## config.mk

```make
export PLATFORM = sky130hd
export DESIGN_NAME = seq_addsub
export DESIGN_NICKNAME = d
export VERILOG_FILES = /design/src/rtl/seq_addsub.sv
export SDC_FILE = /design/constraint.sdc
export NUM_CORES = 1
export LEC_CHECK = 0
export CAP_MARGIN = 10
export CORE_MARGIN = 2
export CORE_UTILIZATION = 47
export CTS_CLUSTER_DIAMETER = 100
export DETAILED_ROUTE_END_ITERATION = 8
export PLACE_DENSITY = 0.75
export SLEW_MARGIN = 30
export SYNTH_ARGS = -nofsm -noshare
export SYNTH_HDL_FRONTEND = slang
export SYNTH_SLANG_ARGS = --single-unit
```

## constraint.sdc

```tcl
create_clock -name clk -period 2 [get_ports clk]
set_input_delay 0.4 -clock clk [delete_from_list [all_inputs] [get_ports clk]]
set_output_delay 0.4 -clock clk [all_outputs]
set_load 0.02 [all_outputs]
```

## src/rtl/seq_addsub.sv

```systemverilog
// seq_addsub: digit-serial adder/subtractor.
// Iterates a DIGIT-bit ripple-carry slice over a WIDTH-bit operand pair, one
// digit per clock, least significant digit first. A start/done handshake
// frames each operation; r/co/ovf only change when an operation completes.
//
// Optional feature macro: SEQ_ADDSUB_SUB_EN
//   defined   : sub=1 inverts b, giving a + ~b + ci (ci=1 for plain a-b)
//   undefined : sub is ignored and no inverter is built
//
// Ports:
//   clk    in   rising-edge clock
//   rst_n  in   asynchronous active-low reset
//   start  in   request, accepted only while ready=1
//   sub    in   subtract select, sampled with start
//   a, b   in   operands, sampled with start
//   ci     in   carry into bit 0, sampled with start
//   ready  out  start can be accepted this cycle
//   busy   out  operation in progress
//   done   out  one-cycle pulse, r/co/ovf just updated
//   r      out  result (a + b' + ci) mod 2^WIDTH
//   co     out  carry out of bit WIDTH-1
//   ovf    out  two's-complement overflow
module seq_addsub #(
  parameter int WIDTH = 16,
  parameter int DIGIT = 4
) (
  input  logic             clk,
  input  logic             rst_n,
  input  logic             start,
  input  logic             sub,
  input  logic [WIDTH-1:0] a,
  input  logic [WIDTH-1:0] b,
  input  logic             ci,
  output logic             ready,
  output logic             busy,
  output logic             done,
  output logic [WIDTH-1:0] r,
  output logic             co,
  output logic             ovf
);

  localparam int N  = WIDTH / DIGIT;
  localparam int CW = (N > 1) ? $clog2(N) : 1;
  localparam logic [CW-1:0] LAST = CW'(N - 1);

  typedef enum logic [1:0] {
    IDLE = 2'd0,
    RUN  = 2'd1,
    DONE = 2'd2
  } state_t;

  state_t           state;
  logic [WIDTH-1:0] a_sh;
  logic [WIDTH-1:0] b_sh;
  logic [WIDTH-1:0] shadow;
  logic [WIDTH-1:0] shadow_next;
  logic [WIDTH-1:0] b_eff;
  logic [CW-1:0]    cnt;
  logic             carry;

  logic [DIGIT-1:0] s;
  logic [DIGIT:0]   c;

`ifdef SEQ_ADDSUB_SUB_EN
  assign b_eff = b ^ {WIDTH{sub}};
`else
  logic unused_sub;
  assign unused_sub = sub;
  assign b_eff      = b;
`endif

  // Ripple slice over the current (lowest) digit of the shift registers.
  always_comb begin
    c    = '0;
    s    = '0;
    c[0] = carry;
    for (int i = 0; i < DIGIT; i++) begin
      s[i]   = a_sh[i] ^ b_sh[i] ^ c[i];
      c[i+1] = (a_sh[i] & b_sh[i]) | (a_sh[i] & c[i]) | (b_sh[i] & c[i]);
    end
  end

  // New digits enter the shadow from the top so that after N steps the
  // first digit has reached bit 0.
  assign shadow_next = (shadow >> DIGIT) | (WIDTH'(s) << (WIDTH - DIGIT));

  always_ff @(posedge clk or negedge rst_n) begin
    if (!rst_n) begin
      state  <= IDLE;
      ready  <= 1'b1;
      busy   <= 1'b0;
      done   <= 1'b0;
      r      <= '0;
      co     <= 1'b0;
      ovf    <= 1'b0;
      a_sh   <= '0;
      b_sh   <= '0;
      shadow <= '0;
      cnt    <= '0;
      carry  <= 1'b0;
    end else begin
      case (state)
        IDLE, DONE: begin
          done <= 1'b0;
          if (start) begin
            a_sh  <= a;
            b_sh  <= b_eff;
            carry <= ci;
            cnt   <= '0;
            state <= RUN;
            ready <= 1'b0;
            busy  <= 1'b1;
          end else begin
            state <= IDLE;
            ready <= 1'b1;
            busy  <= 1'b0;
          end
        end
        RUN: begin
          a_sh   <= a_sh >> DIGIT;
          b_sh   <= b_sh >> DIGIT;
          carry  <= c[DIGIT];
          shadow <= shadow_next;
          cnt    <= cnt + CW'(1);
          if (cnt == LAST) begin
            // Last digit: c[DIGIT-1] is the carry into the MSB.
            r     <= shadow_next;
            co    <= c[DIGIT];
            ovf   <= c[DIGIT] ^ c[DIGIT-1];
            state <= DONE;
            ready <= 1'b1;
            busy  <= 1'b0;
            done  <= 1'b1;
          end
        end
        default: begin
          state <= IDLE;
          ready <= 1'b1;
          busy  <= 1'b0;
          done  <= 1'b0;
        end
      endcase
    end
  end

endmodule

```

### After elaboration in Yosys (flattened, before gate mapping)

Index checks and enable logic that the tools add are counted.

* register bits after elaboration: 74
* bits of input ports: 37
* output and inout bits: 21
* word-level logic and storage cells: 71

* $add $sub $neg: 1
* eq/ne operators: 5
* muxes and demuxes: 18
* bitwise gates (word level): 30
* reductions and logical operators: 5

Operators with widths (count)
* case mux 16 bit (2 select lines): 2
* two-way mux 16 bit: 2
* bitwise OR 12 x 16 -> 16 bit: 1
* bitwise AND 1 bit: 12
* bitwise XOR 1 bit: 9
* bitwise OR 1 bit: 8
* case mux 2 bit (2 select lines): 2
* two-way mux 1 bit: 7
* case mux 1 bit (2 select lines): 3
* == test 2 bit, second input constant: 2
* two-way mux 2 bit: 2
* inequality test 2 bit, second input constant: 2
* AND reduction 2 bit: 2
* adder 2 x 1 -> 2 bit, second input constant: 1
* == test 2 x 1 -> 1 bit, second input constant: 1
* zero test 2 bit: 1
* nonzero test 2 bit: 1
* OR reduction 2 bit: 1

### Depth between registers and ports, before layout

Gate-level depths: netlist of run 1.

* word-level depth: 13
* mapped depth: 10
* mapped depth without buffers: 10

### Least setup slack after synthesis of run 1

Ideal clock, no wire load.

* kind: reg2reg
* start point: reg a_sh[0]
* end point: reg r[15]
* setup time: 0.083 ns
* arrival: 2.025 ns
* data required time: 1.917 ns
* setup slack: -0.108 ns
* stages on the path, launching flop included: 9
* period minus slack after synthesis: 2.108 ns
* path through: dfrtp_1 inv_1 fa_1 inv_1 fa_1 fa_1 inv_1 fa_1 o21ai_0

* longest elaborated chain between the ends: 11
* elaborated cells between the ends (all ways): 14
* classes of those cells: 14 x bitwise

RTL lines
* from (decl): line 53 `logic [WIDTH-1:0] a_sh;`
* from (signal assigned): line 120 `a_sh <= a_sh >> DIGIT;`
* bitwise AND 1 bit: line 79 `c[i+1] = (a_sh[i] & b_sh[i]) | (a_sh[i] & c[i]) | (b_sh[i] & c[i]);`
* bitwise OR 1 bit (*) (2 in series): line 79
* bitwise AND 1 bit: line 79
* bitwise OR 1 bit: line 79
* bitwise OR 1 bit (*): line 79
* bitwise AND 1 bit: line 79
* bitwise OR 1 bit: line 79
* bitwise OR 1 bit (*): line 79
* bitwise XOR 1 bit (*): line 78 `s[i] = a_sh[i] ^ b_sh[i] ^ c[i];`
* bitwise OR 12 x 16 -> 16 bit (*): line 85 `assign shadow_next = (shadow >> DIGIT) | (WIDTH'(s) << (WIDTH - DIGIT));`
* to (signal assigned): line 127 `r <= shadow_next;`
* to (decl): line 37 `output logic [WIDTH-1:0] r,`

Every way passes the cells marked *; elsewhere a longest branch is shown, timed or not.
A chain may end at the register's enable or synchronous reset.

### Worst setup path after layout of run 1

* start point: reg carry
* end point: reg r[15]

* longest elaborated chain between the ends: 11
* elaborated cells between the ends (all ways): 14
* classes of those cells: 14 x bitwise

RTL lines
* from (decl): line 59 `logic carry;`
* from (signal assigned): line 108 `carry <= ci;`
* from (signal assigned): line 122 `carry <= c[DIGIT];`
* bitwise AND 1 bit: line 79
* bitwise OR 1 bit: line 79
* bitwise OR 1 bit (*): line 79
* bitwise AND 1 bit: line 79
* bitwise OR 1 bit: line 79
* bitwise OR 1 bit (*): line 79
* bitwise AND 1 bit: line 79
* bitwise OR 1 bit: line 79
* bitwise OR 1 bit (*): line 79
* bitwise XOR 1 bit (*): line 78
* bitwise OR 12 x 16 -> 16 bit (*): line 85

Marks and branches as above.

==> results.cfg, run 1 <==
[layout]
nets = 375
num_antenna_cells = 0
final_cells = 418
nFillCells = 547
final_area_um2 = 4120
drive_gt1_frac = 0.195
syn_to_final_growth_pct = 26.6

[critical_path]
path_class = register to register
path_common_cell = fa_2
r2r_setup_slack_ns = -0.08
crit_required_ns = 2.26
slowest_stage = fa_2
cp_cell_sequence = inv_1 -> fa_1 -> inv_2 -> fa_2 -> fa_2 -> inv_2 -> fa_2 -> o21ai_1
worstPathArrival_ns = 2.34
crit_path_max_incr_delay_ns = 0.44
startpoint_type = register
worstSetupEndpointType = register
crit_path_max_fanout = 2

[place]
preCtsSetupSlack_ns = -0.112
portBuffers = 56
dp_cells = 399
gp_congestion = 0.711
place_area_um2 = 3880
hpwlAfterDp_um = 4060

[pwr]
powerDensity_nw_per_um2 = 1660
p_leak_nw = 1.77
vdd_drop_max_uv = 559
power_mw = 6.82

[logic_synthesis]
synthTopCellsByCount = 68 x dfrtp_1, 26 x a21oi_1, 26 x mux2i_1, 20 x a211oi_1, 20 x nor2b_1
synth_warnings = 0
async_reset_ff_frac = 1.00
yosys-mux-area-fraction = 0.175
ys_types = 30
yosysTopAreaCell = dfrtp_1
synth.most_common_cell = dfrtp_1
synth_area_um2 = 3250
yosys_register_bits = 69
synth_top_area_share = 0.523
synth-seq-area-share = 0.532
synth_compound_area_frac = 0.129
synthXorXnorAreaFrac = 0.00539
synth_area_per_cell_um2 = 11.9
synth_edf_count = 0
synth_top_family_by_area = multiplexers
synthCells = 274
synth-simple-area-share = 0.0735
synth-main-ff-cell = dfrtp_1
synth_area_leaders = dfrtp_1 52%, mux2i_1 8.0%, mux2_2 5.9%
synthAdderAreaFrac = 0.0285
synth_nets = 316

[sta]
setup_violations = 4
slew_headroom = 0.721
rsz0062_at_grt = yes
worstMarginPinSlew_ns = 0.419
drv_slew = 0
final.min_clock_period_ns = 2.08
hold_viol = 0
hold_slack_ns = 0.0718
clock.fmax_ghz = 0.482
setup_slack_ns = -0.0759
period_share = 1.04
finClkSkew_ns = 0.00930

[cts]
cts.sinks = 69
clkTransAtPathRegs_ns = 0.08
htreeDepth = 3
clockRootBuffer = clkbuf_8
cts_buffers = 9
cts_tree = yes
clock_path_buffers = 2
insertion_delay_ns = 0.34

[die]
die_h_um = 87.2
die_w_um = 87.2
io_pins = 58
die_area_um2 = 7600
fp-row-count = 30
coreArea_um2 = 6760
initial_utilization = 0.481

[route]
routed_via_density = 5.30
wl_um = 6100
drt-initial-drc-count = 130
drc = 0
vias = 2216
ant_nets = 0
dr.pass1.iters = 4
wl_per_cell_um = 14.6

[job]
max_cap_viol_count = 0

[min_path]
hp-class = input port to async pin

[grt]
grt_pass1_wl_um = 10000
grt_max_degree = 70
grt_overflow = 0
grt_pass1_vias = 2090
grtUsageTotal = 0.173
antenna_found_initial = 0

[run_status]
status = finished, violations left
violations = setup timing
## layout by cell type, fill, tap and decap left out, drive strengths merged
cell,instances
clkbuf,11
o22ai,5
nor2b,20
nand2,13
mux2i,26
a211oi,20
a22o,2
xor2,1
nand3b,1
nand2b,2
buf,15
bufinv,1
dfstp,1
fa,4
o31a,1
mux2,25
ha,1
nand3,1
clkinv,3
nor2,2
o21ai,15
and2,2
xnor2,1
dfrtp,68
clkdlybuf4s50,54
o31ai,1
inv,16
a21oi,26
## through the flow
| step | util | setup TNS (ns) |
|---|---|---|
| 2_1_floorplan | - | -0.0237 |
| 3_3_place_gp | 0.574 | -0.113 |
| 3_5_place_dp | 0.574 | -0.317 |
| 4_1_cts | 0.608 | -0.271 |
| 5_1_grt | 0.609 | -0.751 |
| 6_report | 0.609 | -0.227 |
## final timing paths
kind / start / to / cells after the start
hold reg to reg: r[12] / r[12] / 2
setup / recovery: carry / r[15] / 8
setup reg to reg: carry / r[15] / 8
hold / removal: rst_n / r[10] / 2
max in group asynchronous: rst_n / ready / 2
min in group clk: r[12] / r[12] / 2
## layout make-up
type | count | area [um2] | area share
Sequential cell | 69 | 1730 | 0.420
Multi-Input combinational cell | 169 | 1350 | 0.328
Timing Repair Buffer | 69 | 673 | 0.164
Clock buffer | 11 | 151 | 0.0368
Tap cell | 80 | 100 | 0.0243
Clock inverter | 5 | 57.6 | 0.0140
Inverter | 15 | 56.3 | 0.0137
## where the power goes
part / switching, mW / total, mW / internal (mW)
clock network: 0.532 / 1.18 / 0.646
registers: 0.455 / 2.54 / 2.09
logic: 1.43 / 3.10 / 1.67
total: 2.41 / 6.82 / 4.40
## critical path, delay by kind of cell (launching register included)
kind,cells,cell delay [ns]
AOI/OAI and AO/OA,1,0.14
buffers and inverters,3,0.17
adders and majority gates,4,1.31
DFF,1,0.38
## flip-flops by register name, summed over array words and instances (netlist names)
signal	cells
a_sh	16
b_sh	16
busy	1
carry	1
cnt	2
co	1
done	1
ovf	1
r	16
ready	1
shadow	12
state	1
## cell families (layout without fill, tap and decap cells)
kind of cell    after synthesis  after routing
buf+inv                      36            100
xor+xnor                      2              2
compound gates               70             70
simple gates                 41             41
mux                          51             51
fa+ha+maj                     5              5
flops                        69             69
## layer usage
metal	track usage	part of all wire	vias to the layer above
met3	0.0351	0.044	6
met1	0.243	0.48	1077
met4	0.0671	0.0089	0
li1	-	-	1083
met2	0.266	0.46	50
met5	0	0	-
## what timing repair did
action,4_1_cts,5_1_grt
cloned,0,0
buffers inserted,2,1
hold buffers,0,0
resized for setup,5,1
pin swaps,0,1
setup endpoints to repair,4,7
Note: power is estimated with default switching activity, not from simulation.
==> run 2, diff against run 1 <==
- REMOVE_ABC_BUFFERS: unset -> 1
==> results.cfg, run 2 (synthesis results as in run 1) <==
[layout]
fin_util = 0.605
register_area_um2 = 1730
final_area_um2 = 4090
num_antenna_cells = 0
layout_common_cells = 68 x dfrtp_1, 54 x clkdlybuf4s50_1, 26 x mux2i_1, 26 x a21oi_1
layout_commonest_cell = dfrtp_1
syn_to_final_growth_pct = 25.8
nets = 375
nFillCells = 544
drive_gt1_frac = 0.199
top_regs = a_sh: 16 flops, b_sh: 16 flops, r: 16 flops
multiInputGateArea_um2 = 1360

[die]
coreArea_um2 = 6760
die_h_um = 87.2
die_w_um = 87.2
fp-row-count = 30
io_pins = 58
initial_utilization = 0.481
die_area_um2 = 7600

[critical_path]
r2r_setup_slack_ns = -0.08
r2r_start = a_sh[0]
crit_path_max_fanout = 2
startpoint_type = register
path_common_cell = fa_2
crit_required_ns = 2.27
crit_path_max_incr_delay_ns = 0.44
worstPathArrival_ns = 2.35
worstSetupEndpointType = register
r2r_cells = 8
cp_cell_sequence = inv_2 -> fa_2 -> inv_2 -> fa_2 -> fa_2 -> inv_2 -> fa_2 -> o21ai_2
path_class = register to register
reg2reg_to = r[15]
slowest_stage = fa_2

[route]
routed_via_density = 5.28
dr.pass1.iters = 4
wl_um = 5910
vias = 2200
wl_per_cell_um = 14.2
ant_nets = 0
drc = 0
drt-initial-drc-count = 89

[sta]
rsz0062_at_grt = yes
hold_viol = 0
final.min_clock_period_ns = 2.08
setup_violations = 3
finClkSkew_ns = 0.0114
setup_slack_ns = -0.0819
period_share = 1.04
drv_slew = 0
slew_headroom = 0.755
worstMarginPinSlew_ns = 0.368
clock.fmax_ghz = 0.480

[grt]
grtUsageTotal = 0.175
grtUsageMet1 = 0.226
antenna_found_initial = 0
grt_overflow = 0
grt_use_met2 = 0.286
grt.busiest_layer = met2
met3_usage = 0.0512
grt_pass1_wl_um = 10300
grt_pass1_vias = 2228
grt_max_degree = 70

[run_status]
violations = setup timing
status = finished, violations left

[cts]
cts_tree = yes
cts.sinks = 69
clockRootBuffer = clkbuf_8
clkTransAtPathRegs_ns = 0.07
hold_buffers = 0
htreeDepth = 3
cts_buffers = 9
clock_path_buffers = 2
insertion_delay_ns = 0.34

[pwr]
p_leak_nw = 1.75
vdd_drop_max_uv = 600
powerDensity_nw_per_um2 = 1620

[place]
hpwlAfterDp_um = 4000
place_area_um2 = 3880
gp_congestion = 0.724
portBuffers = 56
preCtsSetupSlack_ns = -0.214

[min_path]
hp-class = input port to async pin

[job]
max_cap_viol_count = 0
## run 2: cell types whose count changed in the layout (fill, tap and decap cells not counted), sizes merged
cell / change
clkinv: +1
inv: -1
bufinv: -1
## run 2: metal layers
metal / share of wire / up-vias
li1: - / 1073
met1: 0.46 / 1064
met2: 0.48 / 59
met3: 0.044 / 4
met4: 0.0090 / 0
met5: 0 / -
## run 2: worst max-delay path, delay by kind of cell (launching register included)
| kind | cells | cell delay [ns] |
|---|---|---|
| AO/OA/AOI/OAI | 1 | 0.11 |
| adder cells (fa/ha/maj) | 4 | 1.32 |
| flip-flops | 1 | 0.40 |
| buffers and inverters | 3 | 0.17 |
## run 2: worst max-delay path by stage
stage               slack [ns]  startpoint  cells past startpoint  endpoint
finish                   -0.08     a_sh[0]                      8     r[15]
global placement         -0.17     a_sh[0]                      8     r[15]
floorplan                -0.12     a_sh[0]                     10     carry
detailed placement       -0.21     a_sh[0]                      8     r[15]
global route             -0.16     a_sh[0]                      8     r[15]
CTS                      -0.10     a_sh[0]                      8     r[15]
## run 2: layout make-up
cell class,instances,share of cell area
Inverter,15,0.0138
Sequential cell,69,0.423
Clock inverter,4,0.00582
Multi-Input combinational cell,169,0.331
Clock buffer,11,0.0370
Tap cell,80,0.0245
Timing Repair Buffer,69,0.165
## run 2: report_power, final
part	total (mW)	leakage (nW)	switching (mW)	internal, mW
clock	1.01	0.0949	0.502	0.506
combinational	3.07	0.824	1.41	1.66
sequential	2.54	0.834	0.456	2.09
total	6.62	1.75	2.37	4.25
## run 2: per-stage QoR
stage	power (mW)	setup TNS (ns)	cells	hold WS, ns
detailed placement	5.54	-0.687	400	0.452
global route	7.17	-0.506	417	0.0684
floorplan	4.48	-0.631	253	0.104
CTS	6.65	-0.361	417	0.0794
global placement	5.42	-0.487	400	0.455
finish	6.62	-0.164	417	0.0646
## run 2: repair_timing
| action | in CTS | in global routing |
|---|---|---|
| pin swaps | 3 | 2 |
| endpoints found under the setup margin | 5 | 5 |
| setup buffers | 2 | 0 |
| resized for setup | 9 | 3 |
